[src/rtl/mac_operand_arbiter.sv]
// Round-robin, burst-bounded arbiter sharing the MAC operand path between two
// valid/ready requesters; optional per-requester beat counters via MAC_ARB_STATS_EN.
module mac_operand_arbiter #(
  parameter int WIDTH     = 8,
  parameter int MAX_BURST = 4
) (
  input  logic             clk,
  input  logic             rst_n,
`ifdef MAC_ARB_STATS_EN
  input  logic             stats_clr,
  output logic [15:0]      beats0,
  output logic [15:0]      beats1,
`endif
  input  logic             req0_valid,
  input  logic [WIDTH-1:0] req0_data,
  output logic             req0_ready,
  input  logic             req1_valid,
  input  logic [WIDTH-1:0] req1_data,
  output logic             req1_ready,
  output logic             out_valid,
  output logic [WIDTH-1:0] out_data,
  output logic             out_src,
  input  logic             out_ready,
  output logic             sel,
  output logic             busy
);

  typedef enum logic [1:0] {IDLE, GRANT0, GRANT1} state_e;

  localparam logic [8:0] MAX_B = 9'(MAX_BURST);

  state_e           state_q, state_d;
  logic             sel_q, sel_d;
  logic             last_q, last_d;
  logic [7:0]       burst_q, burst_d;
  logic             out_valid_q, out_valid_d;
  logic             out_src_q, out_src_d;
  logic [WIDTH-1:0] out_data_q, out_data_d;

  logic slot_free, acc0, acc1, accept, burst_done;
  logic cur, cur_valid, oth_valid;
  logic take_en, take_idx;

  // Ready depends only on registered state and out_ready, never on reqX_valid.
  assign slot_free  = !out_valid_q || out_ready;
  assign req0_ready = (state_q == GRANT0) && slot_free;
  assign req1_ready = (state_q == GRANT1) && slot_free;
  assign acc0       = req0_valid && req0_ready;
  assign acc1       = req1_valid && req1_ready;
  assign accept     = acc0 || acc1;
  assign burst_done = ({1'b0, burst_q} + 9'd1) == MAX_B;

  assign cur       = (state_q == GRANT1);
  assign cur_valid = cur ? req1_valid : req0_valid;
  assign oth_valid = cur ? req0_valid : req1_valid;

  always_comb begin
    // NOTE: every comb output gets a default first so no path infers a latch.
    out_valid_d = out_valid_q;
    out_src_d   = out_src_q;
    out_data_d  = out_data_q;
    if (accept) begin
      out_valid_d = 1'b1;
      out_src_d   = acc1;
      out_data_d  = acc1 ? req1_data : req0_data;
    end else if (out_valid_q && out_ready) begin
      out_valid_d = 1'b0;
    end
  end

  always_comb begin
    state_d  = state_q;
    sel_d    = sel_q;
    last_d   = last_q;
    burst_d  = burst_q;
    take_en  = 1'b0;
    take_idx = 1'b0;
    if (state_q == IDLE) begin
      if (req0_valid && (!req1_valid || last_q)) begin
        take_en  = 1'b1;
        take_idx = 1'b0;
      end else if (req1_valid) begin
        take_en  = 1'b1;
        take_idx = 1'b1;
      end
    end else if (!cur_valid) begin
      if (oth_valid) begin
        take_en  = 1'b1;
        take_idx = !cur;
      end else begin
        state_d = IDLE;
        burst_d = '0;
      end
    end else if (accept) begin
      if (burst_done) begin
        burst_d = '0;
        if (oth_valid) begin
          take_en  = 1'b1;
          take_idx = !cur;
        end
      end else begin
        burst_d = burst_q + 8'd1;
      end
    end
    // Entering a grant also covers the burst-limit and early-release handovers.
    if (take_en) begin
      state_d = take_idx ? GRANT1 : GRANT0;
      sel_d   = take_idx;
      last_d  = take_idx;
      burst_d = '0;
    end
  end

  // NOTE: sequential state uses non-blocking assignments only.
  always_ff @(posedge clk or negedge rst_n) begin
    if (!rst_n) begin
      state_q     <= IDLE;
      sel_q       <= 1'b0;
      last_q      <= 1'b1;
      burst_q     <= '0;
      out_valid_q <= 1'b0;
      out_src_q   <= 1'b0;
      out_data_q  <= '0;
    end else begin
      state_q     <= state_d;
      sel_q       <= sel_d;
      last_q      <= last_d;
      burst_q     <= burst_d;
      out_valid_q <= out_valid_d;
      out_src_q   <= out_src_d;
      out_data_q  <= out_data_d;
    end
  end

  assign out_valid = out_valid_q;
  assign out_data  = out_data_q;
  assign out_src   = out_src_q;
  assign sel       = sel_q;
  assign busy      = (state_q != IDLE);

`ifdef MAC_ARB_STATS_EN
  logic [15:0] beats0_q, beats1_q;

  // Clear wins over a same-cycle increment; counters saturate at all-ones.
  always_ff @(posedge clk or negedge rst_n) begin
    if (!rst_n) begin
      beats0_q <= '0;
      beats1_q <= '0;
    end else if (stats_clr) begin
      beats0_q <= '0;
      beats1_q <= '0;
    end else begin
      if (acc0 && (beats0_q != 16'hFFFF)) beats0_q <= beats0_q + 16'd1;
      if (acc1 && (beats1_q != 16'hFFFF)) beats1_q <= beats1_q + 16'd1;
    end
  end

  assign beats0 = beats0_q;
  assign beats1 = beats1_q;
`endif

endmodule

[config.mk]
export PLATFORM = sky130hd
export DESIGN_NAME = mac_operand_arbiter
export DESIGN_NICKNAME = d
export VERILOG_FILES = /design/src/rtl/mac_operand_arbiter.sv
export SDC_FILE = /design/constraint.sdc
export NUM_CORES = 1
export LEC_CHECK = 0
export ABC_CLOCK_PERIOD_IN_PS = 2200
export CAP_MARGIN = 30
export CORE_MARGIN = 2
export CORE_UTILIZATION = 49
export CTS_BUF_LIST = sky130_fd_sc_hd__clkbuf_4 sky130_fd_sc_hd__clkbuf_8
export DETAILED_ROUTE_END_ITERATION = 16
export PLACE_DENSITY = 0.92
export SLEW_MARGIN = 5
export SYNTH_ARGS = -nofsm -noshare
export SYNTH_HDL_FRONTEND = slang
export SYNTH_SLANG_ARGS = --single-unit
[constraint.sdc]
create_clock -name clk -period 2.2 [get_ports clk]
set_input_delay 0.66 -clock clk [delete_from_list [all_inputs] [get_ports clk]]
set_output_delay 0.66 -clock clk [all_outputs]
set_load 0.05 [all_outputs]
## Word level (Yosys, flattened, before mapping)

Index checks and enable logic that the tools add are counted.
Widths: inputs -> output; s select.

| word-level totals | value |
|---|---|
| register bits after elaboration | 22 |
| input port bits | 21 |
| output and inout port bits | 14 |
| logic and storage cells | 63 |

| operators by class | value |
|---|---|
| add/sub/neg operators | 2 |
| equal/unequal tests | 8 |
| mux-type cells | 29 |
| reduce and logical (&&, ||, !) cells | 17 |

Operators by type and width:

| kind | count |
|---|---|
| $mux 8 | 7 |
| $mux 1 | 17 |
| $mux 2 | 5 |
| $add 8x1->9 const B | 1 |
| $eq 9x3->1 const B | 1 |
| $add 8x1->8 const B | 1 |
| $logic_and 1x1->1 | 6 |
| $ne 3x2->1 const B | 2 |
| $reduce_and 3->1 | 2 |
| $ne 2x1->1 const B | 2 |
| $reduce_bool 2->1 | 2 |
| $logic_not 1->1 | 3 |
| $logic_or 1x1->1 | 3 |
| $eq 2x1->1 const B | 1 |
| $eq 2x2->1 const B | 1 |
| $logic_not 2->1 | 1 |
| $ne 2x2->1 const B | 1 |

## Longest topological paths before layout

| depth | value |
|---|---|
| depth in word-level cells | 10 |
| depth in mapped cells | 7 |
| gate-level depth less buffers | 6 |

## Least setup slack after synthesis

No wires, ideal clock.

| timing path | value |
|---|---|
| kind | flip-flop to flip-flop |
| start point | register out_valid_q (netlist: out_valid) |
| end point | register out_data_q[6] (netlist: out_data[6]) |
| setup time | 0.137 ns |
| arrival | 2.923 ns |
| required time | 2.063 ns |
| path slack | -0.860 ns |
| cell stages (with the launch flop) | 6 |
| buffers on the path | 0 |
| period minus slack after synthesis | 3.060 ns |
| cell sequence | dfrtp_1 -> nor2b_1 -> nor3b_1 -> nand2_1 -> mux2i_1 -> o21ai_0 |

| on the way | value |
|---|---|
| longest elaborated chain between the ends | 5 |
| elaborated cells on any way between the ends | 8 |
| those cells by class | mux (1); reduce/logical (7) |

RTL lines:

| what | line | source |
|---|---|---|
| start, declared | 36 | `logic out_valid_q, out_valid_d;` |
| start signal, assigned | 129 | `out_valid_q <= out_valid_d;` |
| $logic_not 1->1 | 45 | `assign slot_free = !out_valid_q \|\| out_ready;` |
| $logic_or 1x1->1 | 45 |  |
| $logic_and 1x1->1 | 46 | `assign req0_ready = (state_q == GRANT0) && slot_free;` |
| net req0_ready | 16 | `output logic req0_ready,` |
| $logic_and 1x1->1 | 48 | `assign acc0 = req0_valid && req0_ready;` |
| $logic_or 1x1->1 | 50 | `assign accept = acc0 \|\| acc1;` |
| end signal, assigned | 131 | `out_data_q <= out_data_d;` |
| end, declared | 38 | `logic [WIDTH-1:0] out_data_q, out_data_d;` |

The timed path passes the listed nets, and every way through them passes these cells.
A chain may end at the register's enable or synchronous reset.

## Final worst setup path

| timing path | value |
|---|---|
| start point | register out_data_q[1] (netlist: out_data[1]) |
| end point | output out_data[1] |

RTL lines:

| what | line | source |
|---|---|---|
| end, declared | 21 | `output logic [WIDTH-1:0] out_data,` |

No word-level cell between the ends.

==> qor.txt <==
============================================================================
Status                                                          complete, no violations
Residual antenna-violating net count after detailed routing                0
Maximum number of pins on one net before global-route repair              18
Number of buffer and inverter stages on the critical path                  1
Final critical-path share of the clock period                          0.983
Via Count                                                               1208
Initial antenna violation count                                            0
Die Wd                                                               53.9 um
Critical path type                                              register to primary output
Number of iterations in the first detailed-routing pass                    4
Fin Clk Skew                                                     0.000603 ns
Reg2Reg Setup Slack                                                  0.18 ns
First-pass GRT wire length                                           4.99 mm
Port-buffer cells                                                         34
Post-route worst hold slack                                         0.493 ns
Class of the worst hold path                                    register to register
CP delay by family, top                                         buffers and inverters
Achievable clock frequency                                           462 MHz
Critical Path Max Stage Delay                                        0.81 ns
Number of H-tree levels                                                    1
Proportion of layout cells with a drive suffix above 1                 0.163
Gp weighted congestion                                                 0.802
Met3 usage in global routing                                          0.0278
I/O pin total                                                             35
Worst IR Drop VDD                                                 0.000893 V
Core Footprint                                                    2410 sq um
Post-synth top flop                                                  dfrtp_1
DIE HEIGHT                                                           53.9 um
Worst Path Max Fanout                                                      2
Post-detailed-route wirelength per cell                              15.8 um
Remaining Overflow, GRT                                                    0
Inserted Clock Buffers                                                     3
FFs w/ async S/R, synth                                                 1.00
Post-synth EDFFs                                                           0
Count of final setup violators                                             0
Detailed-placement wirelength estimate                               2.46 mm
Power density normalized to cell area                            998 nW/um^2
Most common library cell in the layout ignoring fill and taps   clkdlybuf4s50_1
Number of DRC violations after detailed routing                            0
Post-Place Worst Slack                                             -0.215 ns
Synthesized area per cell                                         9.12 sq um
Overall power consumption                                            1.75 mW
Busiest metal layer after global routing                                met2
Number of inserted diodes                                                  0
Clock insertion delay at the later pin of the skew report            0.31 ns
Critical Path, Cell by Cell                                     clkdlybuf4s50_1
Top library cells by usage in the layout, fill and taps aside   clkdlybuf4s50_1 (26), dfrtp_1 (20), nand2_1 (17), o21ai_0 (16), buf_4 (15)
Seq/Total Area, Yosys                                                  0.451
Post-CTS Repair Setup Buffers                                              0
Net count reported at finish                                             201
Gate count after technology mapping                                      134
Clk buf depth                                                              2
Maximum capacitance violations                                             0
Total die area                                                    2910 sq um
Sort of element at the start of the critical path                   register
Max Slew Vio Count                                                         0
Cell Rows                                                                 18
Effective utilization at floorplan                                     0.507
Worst slew margin relative to its limit                                0.633
Minimum period implied by the final worst setup slack                2.16 ns
Slack of the critical path                                         0.0376 ns
Number of synthesized register bits                                       22
Total standard cell area after synthesis                          1220 sq um
Warnings from Yosys                                                        0
Slew at the pin closest to its max-slew limit                       0.549 ns
Total global-route track usage                                         0.244
Type of element capturing the critical path                     primary output
Data required time at the worst endpoint                             1.54 ns
Unrepaired setup endpoints after global routing                        false
First-iteration detailed-routing DRC count                                33
Cell at the root of the clock tree                                  clkbuf_4
Clock tree from TritonCTS                                               done
Number of global-route vias before repair                               1151
Ranking of synthesized cells by area                            dfrtp_1 (43%), mux2i_1 (7.4%), o21ai_0 (6.6%), nand2_1 (5.2%), a21oi_1 (3.3%)
Static leakage                                                      0.839 nW
Total Wirelength                                                     3.29 mm
Net count after synthesis                                                156
GR Layer Usage met1                                                    0.283
Hold Violations, Final                                                     0
Via/cell ratio                                                          5.81
Slowest-stage cell, CP                                          clkdlybuf4s50_1
Arrival time at the worst endpoint                                   1.50 ns
Num Clock Sinks                                                           22
Cell type with the largest total area after synthesis                dfrtp_1
GR met2 Demand/Resource                                                0.453
Share of the synthesized area in the top cell type                     0.430
Clock transition at the registers of the reported paths              0.13 ns
Area Overhead vs Synth                                                 43.5%
Number of distinct library cells after synthesis                          38
============================================================================
metal layers:
layer	vias to the layer above	share of wire
li1	583	-
met1	572	0.38
met2	47	0.55
met3	6	0.052
met4	0	0.019
met5	-	0
layout make-up:
cell class                 instances  area [sq um]
multi-input combinational        104           654
sequential                        22           553
fill                             168           656
timing repair buffer              47           453
inverter                           1          3.75
tap                               30          37.5
clock inverter                     1          30.0
clock buffer                       3          22.5
state kept, by name (all words and copies together), names as in the netlist:
signal,cells
out_valid,1
last_q,1
out_src,1
burst_q,8
sel,1
out_data,8
state_q,2
kinds of logic after synthesis:
kind of cell / share of synthesized area
compound gates: 0.219
flops: 0.451
buf+inv: 0.0246
xor+xnor: 0.00717
mux: 0.0737
fa+ha+maj: 0.0102
simple gates: 0.214
per-stage QoR:
step,TNS [ns],util,area [sq um],std cells
finish,0,0.728,1750,208
global route,0,0.728,1750,208
CTS,0,0.723,1740,208
detailed placement,-1.69,0.701,1690,204
global placement,-0.722,0.701,1690,204
floorplan,0,-,1240,134
Yosys cell counts, drive strengths merged (2+ instances only):
master	n
nor2	5
a21oi	8
nor3	2
mux2i	9
nand2	17
a31o	2
nor2b	3
nand4	2
o21ai	18
o22ai	2
and3	4
or3	2
nand2b	5
or2	2
and2	2
dfrtp	21
a31oi	6
clkbuf	7
power by group:
group / leakage, nW / internal, mW / switching, mW
Clock: 0.0279 / 0.184 / 0.130
Sequential: 0.277 / 0.508 / 0.0857
Combinational: 0.534 / 0.320 / 0.523
Total: 0.839 / 1.01 / 0.739
worst paths after layout:
path | start | end | cells past startpoint
worst max-delay path | out_data[1] | out_data[1] | 1
worst min-delay path | out_src | out_src | 1
worst max register to register | burst_q[3] | burst_q[5] | 5
worst min register to register | out_src | out_src | 1
max in group asynchronous | rst_n | out_data[5] | 2
min in group asynchronous | rst_n | state_q[1] | 1
timing repair:
item,CTS,global route
hold buffers,0,0
setup endpoints to repair,2,6
gates resized for setup,1,6
pin swaps,1,1
endpoints found under the hold margin,0,0
No activity file was read; power rests on OpenSTA's default activity.
